<file path="src/rtl/tlc_pkg.sv">
// Shared types and constants for the traffic light controller time-of-day logic.
//   MIN_PER_DAY / MOD_W : minute-of-day range and register width
//   peak_win_t          : one peak window {en, start (inclusive), stop (exclusive)}
//   default_win()       : power-up window table (07-09, 12-14, 17-19, rest disabled)
package tlc_pkg;

  localparam int MIN_PER_DAY = 1440;
  localparam int MOD_W       = 11;
  localparam int MAX_WIN     = 8;

  // stop is the exclusive end of the window ("end" is a keyword)
  typedef struct packed {
    logic             en;
    logic [MOD_W-1:0] start;
    logic [MOD_W-1:0] stop;
  } peak_win_t;

  localparam peak_win_t DEF_W0  = '{en: 1'b1, start: 11'd420,  stop: 11'd540};
  localparam peak_win_t DEF_W1  = '{en: 1'b1, start: 11'd720,  stop: 11'd840};
  localparam peak_win_t DEF_W2  = '{en: 1'b1, start: 11'd1020, stop: 11'd1140};
  localparam peak_win_t WIN_OFF = '{en: 1'b0, start: 11'd0,    stop: 11'd0};

  function automatic peak_win_t default_win(input int idx);
    case (idx)
      0:       return DEF_W0;
      1:       return DEF_W1;
      2:       return DEF_W2;
      default: return WIN_OFF;
    endcase
  endfunction

endpackage

</file>
<file path="src/rtl/peak_window_match.sv">
// Combinational membership test of one minute-of-day against one peak window.
//   mod   : current minute-of-day 0..1439
//   win   : window {en, start, stop}
//   match : 1 when mod lies inside an enabled, non-empty window
module peak_window_match
  import tlc_pkg::*;
(
  input  logic [MOD_W-1:0] mod,
  input  peak_win_t        win,
  output logic             match
);

  always_comb begin
    match = 1'b0;
    if (win.en && (win.start != win.stop)) begin
      if (win.start < win.stop)
        match = (mod >= win.start) && (mod < win.stop);
      else
        // window wraps through midnight
        match = (mod >= win.start) || (mod < win.stop);
    end
  end

endmodule

</file>
<file path="src/rtl/peak_window_scheduler.sv">
// Time-of-day keeper and programmable peak-hour classifier for the TLC.
//   clk, rst             : clock, asynchronous active-high reset
//   sec_tick             : one pulse per second
//   time_load, load_hh/mm: load a new time (ignored if out of range)
//   cfg_*                : window write handshake (valid/ready), cfg_err flags a rejected write
//   hh, mm               : current time, 24 h binary
//   peak, peak_win       : registered peak flag and lowest matching window index
//   peak_edge            : one-cycle pulse whenever peak changes
module peak_window_scheduler
  import tlc_pkg::*;
#(
  parameter int N_WIN         = 3,
  parameter int TICKS_PER_MIN = 60,
  parameter int WIDX_W        = 2
) (
  input  logic              clk,
  input  logic              rst,
  input  logic              sec_tick,
  input  logic              time_load,
  input  logic [4:0]        load_hh,
  input  logic [5:0]        load_mm,
  input  logic              cfg_valid,
  output logic              cfg_ready,
  input  logic [WIDX_W-1:0] cfg_idx,
  input  logic [10:0]       cfg_start,
  input  logic [10:0]       cfg_end,
  input  logic              cfg_en,
  output logic              cfg_err,
  output logic [4:0]        hh,
  output logic [5:0]        mm,
  output logic              peak,
  output logic [WIDX_W-1:0] peak_win,
  output logic              peak_edge
);

  localparam int SEC_W = (TICKS_PER_MIN > 1) ? $clog2(TICKS_PER_MIN) : 1;
  localparam logic [SEC_W-1:0] SEC_RELOAD = SEC_W'(TICKS_PER_MIN - 1);
  localparam logic [MOD_W-1:0] MOD_LAST   = MOD_W'(MIN_PER_DAY - 1);

  // seconds remaining in the current minute; the minute advances on the tick seen at zero
  logic [SEC_W-1:0]  sec_left;
  logic [MOD_W-1:0]  mod;
  peak_win_t         win_tbl [N_WIN];
  logic [N_WIN-1:0]  match;
  logic              load_ok;
  logic [MOD_W-1:0]  load_mod;
  logic              cfg_accept;
  logic              cfg_bad;
  logic              peak_nxt;
  logic [WIDX_W-1:0] win_nxt;

  assign load_ok    = time_load && (load_hh <= 5'd23) && (load_mm <= 6'd59);
  // hh*60 as hh*64 - hh*4 keeps the load path multiplier-free
  assign load_mod   = MOD_W'({load_hh, 6'b0}) - MOD_W'({load_hh, 2'b0}) + MOD_W'(load_mm);
  assign cfg_accept = cfg_valid && cfg_ready;
  assign cfg_bad    = (32'(cfg_idx) >= N_WIN) || (cfg_start > MOD_LAST) || (cfg_end > MOD_LAST);

  always_ff @(posedge clk or posedge rst) begin
    if (rst) begin
      sec_left <= SEC_RELOAD;
      hh       <= '0;
      mm       <= '0;
      mod      <= '0;
    end else if (load_ok) begin
      sec_left <= SEC_RELOAD;
      hh       <= load_hh;
      mm       <= load_mm;
      mod      <= load_mod;
    end else if (sec_tick) begin
      if (sec_left == '0) begin
        sec_left <= SEC_RELOAD;
        mod      <= (mod == MOD_LAST) ? '0 : mod + 1'b1;
        if (mm == 6'd59) begin
          mm <= '0;
          hh <= (hh == 5'd23) ? '0 : hh + 1'b1;
        end else begin
          mm <= mm + 1'b1;
        end
      end else begin
        sec_left <= sec_left - 1'b1;
      end
    end
  end

  // ready drops for the single cycle following each accepted write
  always_ff @(posedge clk or posedge rst) begin
    if (rst) begin
      cfg_ready <= 1'b0;
      cfg_err   <= 1'b0;
      for (int i = 0; i < N_WIN; i++) win_tbl[i] <= default_win(i);
    end else begin
      cfg_ready <= !cfg_accept;
      cfg_err   <= cfg_accept && cfg_bad;
      if (cfg_accept && !cfg_bad)
        win_tbl[cfg_idx] <= '{en: cfg_en, start: cfg_start, stop: cfg_end};
    end
  end

  for (genvar g = 0; g < N_WIN; g++) begin : g_match
    peak_window_match u_match (
      .mod   (mod),
      .win   (win_tbl[g]),
      .match (match[g])
    );
  end

  always_comb begin
    peak_nxt = |match;
    win_nxt  = '0;
    for (int i = N_WIN - 1; i >= 0; i--) begin
      if (match[i]) win_nxt = WIDX_W'(i);
    end
  end

  always_ff @(posedge clk or posedge rst) begin
    if (rst) begin
      peak      <= 1'b0;
      peak_win  <= '0;
      peak_edge <= 1'b0;
    end else begin
      peak      <= peak_nxt;
      peak_win  <= win_nxt;
      peak_edge <= peak_nxt ^ peak;
    end
  end

endmodule
</file>
<file path="config.mk">
export PLATFORM = sky130hd
export DESIGN_NAME = peak_window_scheduler
export DESIGN_NICKNAME = d
export VERILOG_FILES = /design/src/rtl/tlc_pkg.sv /design/src/rtl/peak_window_match.sv /design/src/rtl/peak_window_scheduler.sv
export SDC_FILE = /design/constraint.sdc
export NUM_CORES = 1
export LEC_CHECK = 0
export ABC_AREA = 1
export CAP_MARGIN = 20
export CORE_AREA = 10 10 126 128
export DETAILED_ROUTE_END_ITERATION = 6
export DIE_AREA = 0 0 136 138
export PLACE_DENSITY = 0.79
export SYNTH_ARGS = -nofsm -noshare
export SYNTH_HDL_FRONTEND = slang
export SYNTH_HIERARCHICAL = 1
export SYNTH_SLANG_ARGS = --single-unit
</file>
<file path="constraint.sdc">
create_clock -name clk -period 4.8 [get_ports clk]
set_input_delay 1.2 -clock clk [delete_from_list [all_inputs] [get_ports clk]]
set_output_delay 1.2 -clock clk [all_outputs]
set_load 0.005 [all_outputs]
</file>
==> results.py, run 1 <==
metrics = {
    "status": {
        "status": "finished clean",
    },
    "drt": {
        "ant_nets": 0,
        "drc_errors": 0,
        "drt_iter0_drc": 429,
        "vias": 6837,
        "drt_wl_total_um": 18700,
        "firstDrtPassIters": 5,
        "routed_via_density": 5.35,
        "avgRoutedWirePerCell_um": 14.7,
    },
    "setup_path": {
        "ff2ff_path_depth": 12,
        "cp.arrival_ns": 3.11,
        "critPathKind": "input port to flip-flop",
        "worstSetupStartpointType": "input port",
        "cp.required_ns": 5.04,
        "end_kind": "flip-flop",
        "crit_fanout": 46,
    },
    "global_routing": {
        "globalRouteTotalUtil": 0.205,
        "grt_max_degree": 103,
        "grt_pass1_vias": 6696,
        "antenna_found_initial": 0,
        "grt_first_pass_wirelength_um": 31900,
        "gr-total-overflow": 0,
    },
    "final_layout": {
        "post-route-util": 0.648,
        "diodes": 0,
        "nNetsFinal": 1240,
        "area_delta_synth_final_pct": 12.1,
        "drive_above_1_share": 0.102,
        "final_common_cell": "nand2_1",
        "mostFrequentLayoutCells": "277 x nand2_1, 164 x inv_1, 107 x ha_1",
    },
    "floorplanning": {
        "die_w_um": 136,
        "io_pins": 58,
        "initial_core_util": 0.578,
        "dieHeight_um": 138,
        "dieArea_um2": 18800,
        "coreArea_um2": 13500,
        "rows": 43,
    },
    "sta": {
        "rsz0062_at_grt": "no",
        "slew_headroom": 0.564,
        "finalSetupTns_ns": 0,
        "max_freq_ghz": 0.347,
        "skew_ns": 0.0102,
        "hold_viol_final": 0,
        "setup_ws_ns": 1.92,
        "finalSetupViolations": 0,
        "fin_crit_ns": 2.88,
        "worst-slew-pin-transition_ns": 0.654,
        "period_share": 0.600,
        "slew_viol_final": 0,
    },
    "clock_network": {
        "cts_num_sinks": 103,
        "root_buffer": "clkbuf_16",
        "cts-htree-levels": 3,
        "cts_tree": "yes",
        "clock_latency_ns": 0.36,
        "holdBufCountCts": 0,
        "cts_buffer_depth": 2,
        "cts_buffers": 9,
        "post-cts-setup-buffers": 0,
        "path_clk_slew_ns": 0.07,
        "cts_resized": 0,
    },
    "placement": {
        "place.gp.congestion": 0.928,
        "preCtsSetupSlack_ns": 1.54,
        "io_buffers": 57,
        "place_hpwl_um": 14300,
    },
    "logic_synthesis": {
        "synth_top_cell_area_share": 0.212,
        "synth.area.top_cells": "dfrtp_1 21%, ha_1 17%, nand2_1 13%, dfstp_2 12%, inv_1 7.9%",
        "postSynthAreaPerCell_um2": 7.49,
        "synth_top_area_cell": "dfrtp_1",
        "synthDistinctLibCells": 33,
        "ys_ff_latch": 103,
        "syn-num-nets": 1190,
        "postSynthCellCount": 1042,
        "netlist_area_um2": 7800,
        "ys_warn_count": 6,
        "yosysSeqAreaShare": 0.336,
    },
    "hold_path": {
        "holdPathStages": 1,
        "hold_path_class": "flip-flop to flip-flop",
    },
    "power_and_ir_drop": {
        "p_leak_nw": 4.50,
        "power_mw": 3.85,
        "powerDensity_nw_per_um2": 440,
        "peakVddDrop_uv": 201,
    },
    "run": {
        "max_cap_violations": 0,
    },
}
[sequential cells by signal, indices dropped and copies added, names as in the netlist, 2 cells and up]
| name | cells |
|---|---|
| peak_win | 2 |
| sec_left | 6 |
| win_tbl | 69 |
| mm | 6 |
| hh | 5 |
| mod | 11 |
[final timing paths]
kind                                   start     endpoint  slack [ns]
min in group asynchronous                rst   win_tbl[2]        1.20
worst max register to register        mod[8]    peak_edge        2.42
worst min-delay path                    peak    peak_edge        0.47
worst max-delay path            cfg_start[5]  win_tbl[61]        1.92
max in group asynchronous                rst  win_tbl[65]        3.03
worst min register to register          peak    peak_edge        0.47
[critical path, cell delays in order]
cell	delay (ns)
clkdlybuf4s50_1	0.42
nor2_1	0.14
o21ai_1	0.13
nand2_1	0.11
nand2_2	0.06
nor2_4	0.21
nand3_4	0.50
nand2_1	0.25
o21ai_2	0.07
[routing by layer]
metal / up-vias / part of all wire / wire length (um) / track usage
met5: - / 0 / 0 / 0
met4: 0 / 0.021 / 400 / 0.0768
met3: 28 / 0.053 / 988 / 0.0370
met2: 164 / 0.48 / 8910 / 0.334
met1: 3203 / 0.45 / 8430 / 0.264
li1: 3442 / - / - / -
[Yosys cell counts, drive strengths merged]
| library cell | n |
|---|---|
| inv | 173 |
| o211ai | 2 |
| dfrtp | 66 |
| o22ai | 4 |
| xor2 | 3 |
| xnor2 | 3 |
| nand2 | 285 |
| a21o | 9 |
| a22oi | 2 |
| nand3 | 49 |
| nand4 | 15 |
| nor3 | 6 |
| buf | 20 |
| clkinv | 4 |
| nor2 | 105 |
| nand3b | 4 |
| dfstp | 37 |
| ha | 107 |
| a21oi | 50 |
| o21ai | 93 |
| a31oi | 3 |
| or2 | 2 |
[metrics by stage]
step | instances | hold WS, ns | instance area [um2]
after floorplan | 1042 | 0.448 | 7800
after global placement | 1261 | 0.447 | 8440
after detailed placement | 1261 | 0.466 | 8440
after CTS | 1277 | 0.475 | 8750
after global routing | 1277 | 0.496 | 8750
final | 1277 | 0.471 | 8750
[report_power, final]
part / leakage, nW / internal [mW] / total (mW) / switching [mW]
registers: 1.20 / 1.14 / 1.39 / 0.258
logic: 3.15 / 0.735 / 1.69 / 0.954
clock network: 0.151 / 0.412 / 0.767 / 0.355
total: 4.50 / 2.28 / 3.85 / 1.57
[logic make-up (layout without fill, tap and decap cells)]
logic type                 count (synthesis)  after routing  synth area share
buffers and inverters                    197            252             0.109
AOI/OAI and AO/OA                        163            163             0.124
DFF                                      103            103             0.336
xor gates and xnor gates                   6              6           0.00674
adders and majority gates                107            107             0.172
and+or+nand+nor                          466            466             0.252
[layout make-up]
type                            count  area, um2
Inverter                          177        669
Timing Repair Buffer               59        598
Clock inverter                      7       78.8
Tap cell                          180        225
Sequential cell                   103       2620
Fill cell                        1221       4760
Clock buffer                        9        225
Multi-Input combinational cell    742       4330
(Power assumes the default switching activity.)
==> inputs of run 2 (changes only) <==
- clock period: 4.8 -> 3 ns (I/O delays scaled with it)
==> results.py, run 2 (synthesis gave the netlist of run 1 again) <==
metrics = {
    "final_layout": {
        "top_regs": "win_tbl: 69 flops, mod: 11 flops",
        "fillers": 1159,
        "mostFrequentLayoutCells": "277 x nand2_1, 164 x inv_1, 107 x ha_1",
        "final_common_cell": "nand2_1",
        "post-route-util": 0.648,
        "nNetsFinal": 1242,
        "top_register": "win_tbl",
        "final_cell_area_um2": 8760,
        "area_delta_synth_final_pct": 12.2,
        "diodes": 0,
        "largest_reg_flops": 69,
        "drive_above_1_share": 0.104,
        "final_cells": 1279,
    },
    "placement": {
        "place.gp.congestion": 0.928,
        "preCtsSetupSlack_ns": 0.181,
        "io_buffers": 57,
        "place_hpwl_um": 14500,
        "placed_area_um2": 8460,
        "place_inst": 1263,
    },
    "floorplanning": {
        "io_pins": 58,
        "coreArea_um2": 13500,
        "die_w_um": 136,
        "rows": 43,
        "initial_core_util": 0.578,
        "dieArea_um2": 18800,
        "dieHeight_um": 138,
    },
    "drt": {
        "drt_iter0_drc": 501,
        "routed_via_density": 5.28,
        "firstDrtPassIters": 5,
        "drt_wl_total_um": 19200,
        "vias": 6757,
        "avgRoutedWirePerCell_um": 15.0,
        "ant_nets": 0,
        "drc_errors": 0,
    },
    "setup_path": {
        "crit_family": "simple AND/OR/NAND/NOR gates",
        "critPathKind": "input port to flip-flop",
        "cp.arrival_ns": 2.72,
        "crit_fanout": 46,
        "crit_buf_inv": 1,
        "setup.worst_path.start": "cfg_start[5]",
        "crit_top_cell": "nand2_1",
        "critPathMaxStageDelay_ns": 0.49,
        "cp_cell_sequence": "clkdlybuf4s50_1 -> nor2_1 -> o21ai_1 -> nand2_1 -> nand2_2 -> nor2_4 -> nand3_4 -> nand2_1 -> o21ai_2",
        "slowest_stage": "nand3_4",
        "r2r_start": "mod[8]",
        "end_kind": "flip-flop",
        "worstSetupStartpointType": "input port",
        "cp.required_ns": 3.23,
    },
    "sta": {
        "slew_headroom": 0.605,
        "finalSetupTns_ns": 0,
        "setup_ws_ns": 0.512,
        "rsz0062_at_grt": "no",
        "fin_crit_ns": 2.49,
        "worst-slew-pin-transition_ns": 0.592,
        "skew_ns": 0.0121,
        "max_freq_ghz": 0.402,
        "slew_viol_final": 0,
        "hold_viol_final": 0,
        "hold_slack_ns": 0.476,
        "finalSetupViolations": 0,
        "period_share": 0.829,
    },
    "power_and_ir_drop": {
        "internal_power_mw": 3.64,
        "seq_power_share": 0.363,
        "p_leak_nw": 4.49,
        "p_sw_frac": 0.408,
        "power_frac_clock": 0.196,
        "p_comb_frac": 0.441,
        "power_mw": 6.15,
        "peakVddDrop_uv": 348,
        "switchingPower_mw": 2.51,
        "powerDensity_nw_per_um2": 703,
    },
    "clock_network": {
        "cts_tree": "yes",
        "root_buffer": "clkbuf_16",
        "cts_buffer_depth": 2,
        "cts_buffers": 9,
        "cts_resized": 0,
        "cts_num_sinks": 103,
        "post-cts-setup-buffers": 0,
        "holdBufCountCts": 0,
        "clock_latency_ns": 0.36,
        "path_clk_slew_ns": 0.07,
        "cts-htree-levels": 3,
    },
    "hold_path": {
        "hp-start": "win_tbl[50]",
        "hold_path_class": "flip-flop to flip-flop",
    },
    "global_routing": {
        "grt_max_degree": 104,
        "grt_pass1_vias": 6500,
        "gr-total-overflow": 0,
        "grt_first_pass_wirelength_um": 32100,
        "antenna_found_initial": 0,
        "globalRouteTotalUtil": 0.210,
    },
    "status": {
        "status": "finished clean",
    },
    "run": {
        "max_cap_violations": 0,
    },
}
==> run 2: cell types whose count changed in the layout (fill, tap and decap cells not counted) <==
cell,delta
clkinvlp_4,+3
inv_6,-3
buf_4,+2
inv_4,-1
clkinv_2,+1
==> run 2: power by group through the flow <==
stage | Sequential [mW] | Clock [mW] | Combinational [mW]
after floorplan | 2.10 | 0 | 2.01
after global placement | 2.23 | 0 | 2.59
after detailed placement | 2.24 | 0 | 2.70
after CTS | 2.22 | 1.22 | 2.72
after global routing | 2.28 | 1.28 | 3.18
final | 2.23 | 1.20 | 2.72
==> run 2: path summary, 6_finish.rpt <==
check / end / slack [ns] / cells past startpoint
hold reg to reg: win_tbl[50] / 0.48 / 2
setup reg to reg: peak_edge / 0.73 / 13
max in group asynchronous: mod[2] / 1.66 / 3
setup / recovery: win_tbl[25] / 0.51 / 9
hold / removal: win_tbl[50] / 0.48 / 2
min in group asynchronous: peak_edge / 0.86 / 3
==> run 2: cell type report <==
| type | count | area [um2] | share of cell area |
|---|---|---|---|
| repair buffers | 61 | 613 | 0.0700 |
| well taps | 180 | 225 | 0.0257 |
| multi-input cells | 742 | 4330 | 0.494 |
| inverters | 177 | 671 | 0.0766 |
| clock inverters | 7 | 72.6 | 0.00829 |
| clock buffers | 9 | 225 | 0.0257 |
| flip-flops and latches | 103 | 2620 | 0.300 |
==> run 2: worst reg2reg max path, cell delays in order, from the launching register on <==
cell and delay [ns]:
dfrtp_1 0.70, ha_1 0.35, nand2_1 0.08, inv_1 0.04, nand2_1 0.09, nor2_1 0.05, nand2_1 0.06, nand3_1 0.10
nor2_2 0.13, nor2_1 0.04, nor2_1 0.21, inv_1 0.09, nand2_1 0.13, xor2_1 0.15
==> run 2: routing by layer <==
metal	routed length, um	track usage	vias up
met1	8890	0.282	3104
met4	382	0.0617	0
met5	0	0	-
met2	8730	0.331	179
met3	1200	0.0457	27
li1	-	-	3447
==> inputs of run 3 (changes only) <==
- CORE_AREA: 10 10 126 128 -> 10 10 132 134
- DIE_AREA: 0 0 136 138 -> 0 0 142 144
- PLACE_DENSITY: 0.79 -> 0.75
- clock period: 3 -> 2.2 ns (I/O delays scaled with it)
==> results.py, run 3 (synthesis gave the netlist of run 1 again) <==
metrics = {
    "power_and_ir_drop": {
        "powerDensity_nw_per_um2": 941,
        "p_leak_nw": 4.81,
        "peakVddDrop_uv": 563,
        "p_sw_frac": 0.410,
        "p_comb_frac": 0.466,
        "power_frac_clock": 0.194,
        "switchingPower_mw": 3.65,
        "internal_power_mw": 5.24,
        "seq_power_share": 0.341,
        "power_mw": 8.89,
    },
    "placement": {
        "io_buffers": 57,
        "place.gp.congestion": 0.927,
        "place_inst": 1325,
        "place_hpwl_um": 16000,
    },
    "final_layout": {
        "diodes": 0,
        "nNetsFinal": 1296,
        "post-route-util": 0.636,
        "area_delta_synth_final_pct": 21.2,
        "drive_above_1_share": 0.179,
        "top_regs": "win_tbl: 69 flops, mod: 11 flops",
        "largest_reg_flops": 69,
        "top_register": "win_tbl",
        "final_common_cell": "nand2_1",
        "final_cells": 1341,
        "mostFrequentLayoutCells": "274 x nand2_1, 159 x inv_1, 100 x ha_1",
        "fillers": 1328,
    },
    "drt": {
        "vias": 6999,
        "drt_iter0_drc": 455,
        "avgRoutedWirePerCell_um": 14.9,
        "routed_via_density": 5.22,
        "drt_wl_total_um": 20000,
        "ant_nets": 0,
        "firstDrtPassIters": 5,
        "drc_errors": 0,
    },
    "setup_path": {
        "crit_buf_inv": 1,
        "slowest_stage": "dfstp_2",
        "crit_fanout": 2,
        "cp_cell_sequence": "inv_1 -> ha_1 -> nand2_1 -> nor2_4 -> nand2_2 -> a21oi_2 -> nor2_2 -> nor2_1 -> nor2_2 -> nor2_4 -> nor2_1 -> nand2_1 -> xor2_1",
        "critPathKind": "flip-flop to flip-flop",
        "critPathMaxStageDelay_ns": 0.54,
        "cp.required_ns": 2.49,
        "cp.arrival_ns": 2.42,
        "end_kind": "flip-flop",
        "crit_family": "simple AND/OR/NAND/NOR gates",
        "worstSetupStartpointType": "flip-flop",
    },
    "floorplanning": {
        "coreArea_um2": 14900,
        "initial_core_util": 0.525,
        "dieHeight_um": 144,
        "rows": 45,
        "die_w_um": 142,
        "dieArea_um2": 20400,
        "io_pins": 58,
    },
    "global_routing": {
        "globalRouteTotalUtil": 0.199,
        "grt_first_pass_wirelength_um": 32800,
        "grt_pass1_vias": 6721,
        "gr-total-overflow": 0,
        "antenna_found_initial": 0,
        "grt_max_degree": 39,
    },
    "hold_path": {
        "hold_path_class": "flip-flop to flip-flop",
    },
    "clock_network": {
        "path_clk_slew_ns": 0.07,
        "root_buffer": "clkbuf_16",
        "cts_buffer_depth": 2,
        "holdBufCountCts": 0,
        "clock_latency_ns": 0.36,
        "cts_num_sinks": 103,
        "cts_buffers": 9,
        "cts-htree-levels": 3,
        "cts_tree": "yes",
        "post-cts-setup-buffers": 0,
    },
    "sta": {
        "max_freq_ghz": 0.469,
        "worst-slew-pin-transition_ns": 0.367,
        "hold_viol_final": 0,
        "slew_headroom": 0.755,
        "fin_crit_ns": 2.13,
        "slew_viol_final": 0,
        "period_share": 0.969,
        "skew_ns": 0.00863,
        "finalSetupViolations": 0,
    },
    "run": {
        "max_cap_violations": 0,
    },
    "status": {
        "status": "finished clean",
    },
}
==> run 3: final cells by class <==
type / count / area, um2 / share of cell area
Clock buffer: 9 / 225 / 0.0238
Tap cell: 188 / 235 / 0.0249
Timing Repair Buffer: 115 / 1120 / 0.118
Clock inverter: 7 / 86.3 / 0.00913
Multi-Input combinational cell: 742 / 4480 / 0.474
Inverter: 177 / 673 / 0.0712
Sequential cell: 103 / 2630 / 0.278
==> run 3: worst register-to-register path: stages (launching register included) <==
cell,delay [ns]
dfstp_2,0.54
inv_1,0.08
ha_1,0.30
nand2_1,0.09
nor2_4,0.11
nand2_2,0.08
a21oi_2,0.18
nor2_2,0.07
nor2_1,0.11
nor2_2,0.07
nor2_4,0.11
nor2_1,0.06
nand2_1,0.11
xor2_1,0.14
==> run 3: path summary, 6_finish.rpt <==
path	slack (ns)	end	depth (start not counted)	start
setup / recovery	0.07	peak_edge	13	win_tbl[31]
hold reg to reg	0.47	peak_edge	1	peak
max in group asynchronous	1.24	win_tbl[65]	3	rst
min in group asynchronous	0.66	mod[2]	3	rst
setup reg to reg	0.07	peak_edge	13	win_tbl[31]
hold / removal	0.47	peak_edge	1	peak
==> run 3: power by group through the flow <==
stage,Combinational [mW],Clock [mW],Sequential [mW]
CTS,3.95,1.73,2.99
global route,4.75,1.81,3.09
finish,4.14,1.72,3.03
detailed placement,3.90,0,3.01
floorplan,2.74,0,2.86
global placement,3.75,0,3.00
==> run 3: repair_timing <==
| item | CTS | global route |
|---|---|---|
| setup endpoints to repair | 1 | 4 |
| pin swaps | 0 | 21 |
| gates resized for setup | 1 | 40 |
==> run 3: metal layers <==
metal,GRT usage,wire length (um),part of all wire,up-vias
li1,-,-,-,3557
met1,0.263,9150,0.46,3225
met2,0.316,9310,0.47,178
met3,0.0292,946,0.047,39
met4,0.0861,593,0.030,0
met5,0,0,0,-
==> run 3: stage by stage <==
step                      setup slack (ns)  instance area (um2)  hold WS (ns)  setup TNS, ns
after floorplan                      0.371                 7810         0.448              0
after detailed placement           -0.0870                 8970         0.449         -0.325
after CTS                           0.0181                 9290         0.474              0
after global placement             -0.0371                 8970         0.451         -0.118
final                               0.0678                 9450         0.468              0
after global routing               -0.0194                 9450         0.482        -0.0194
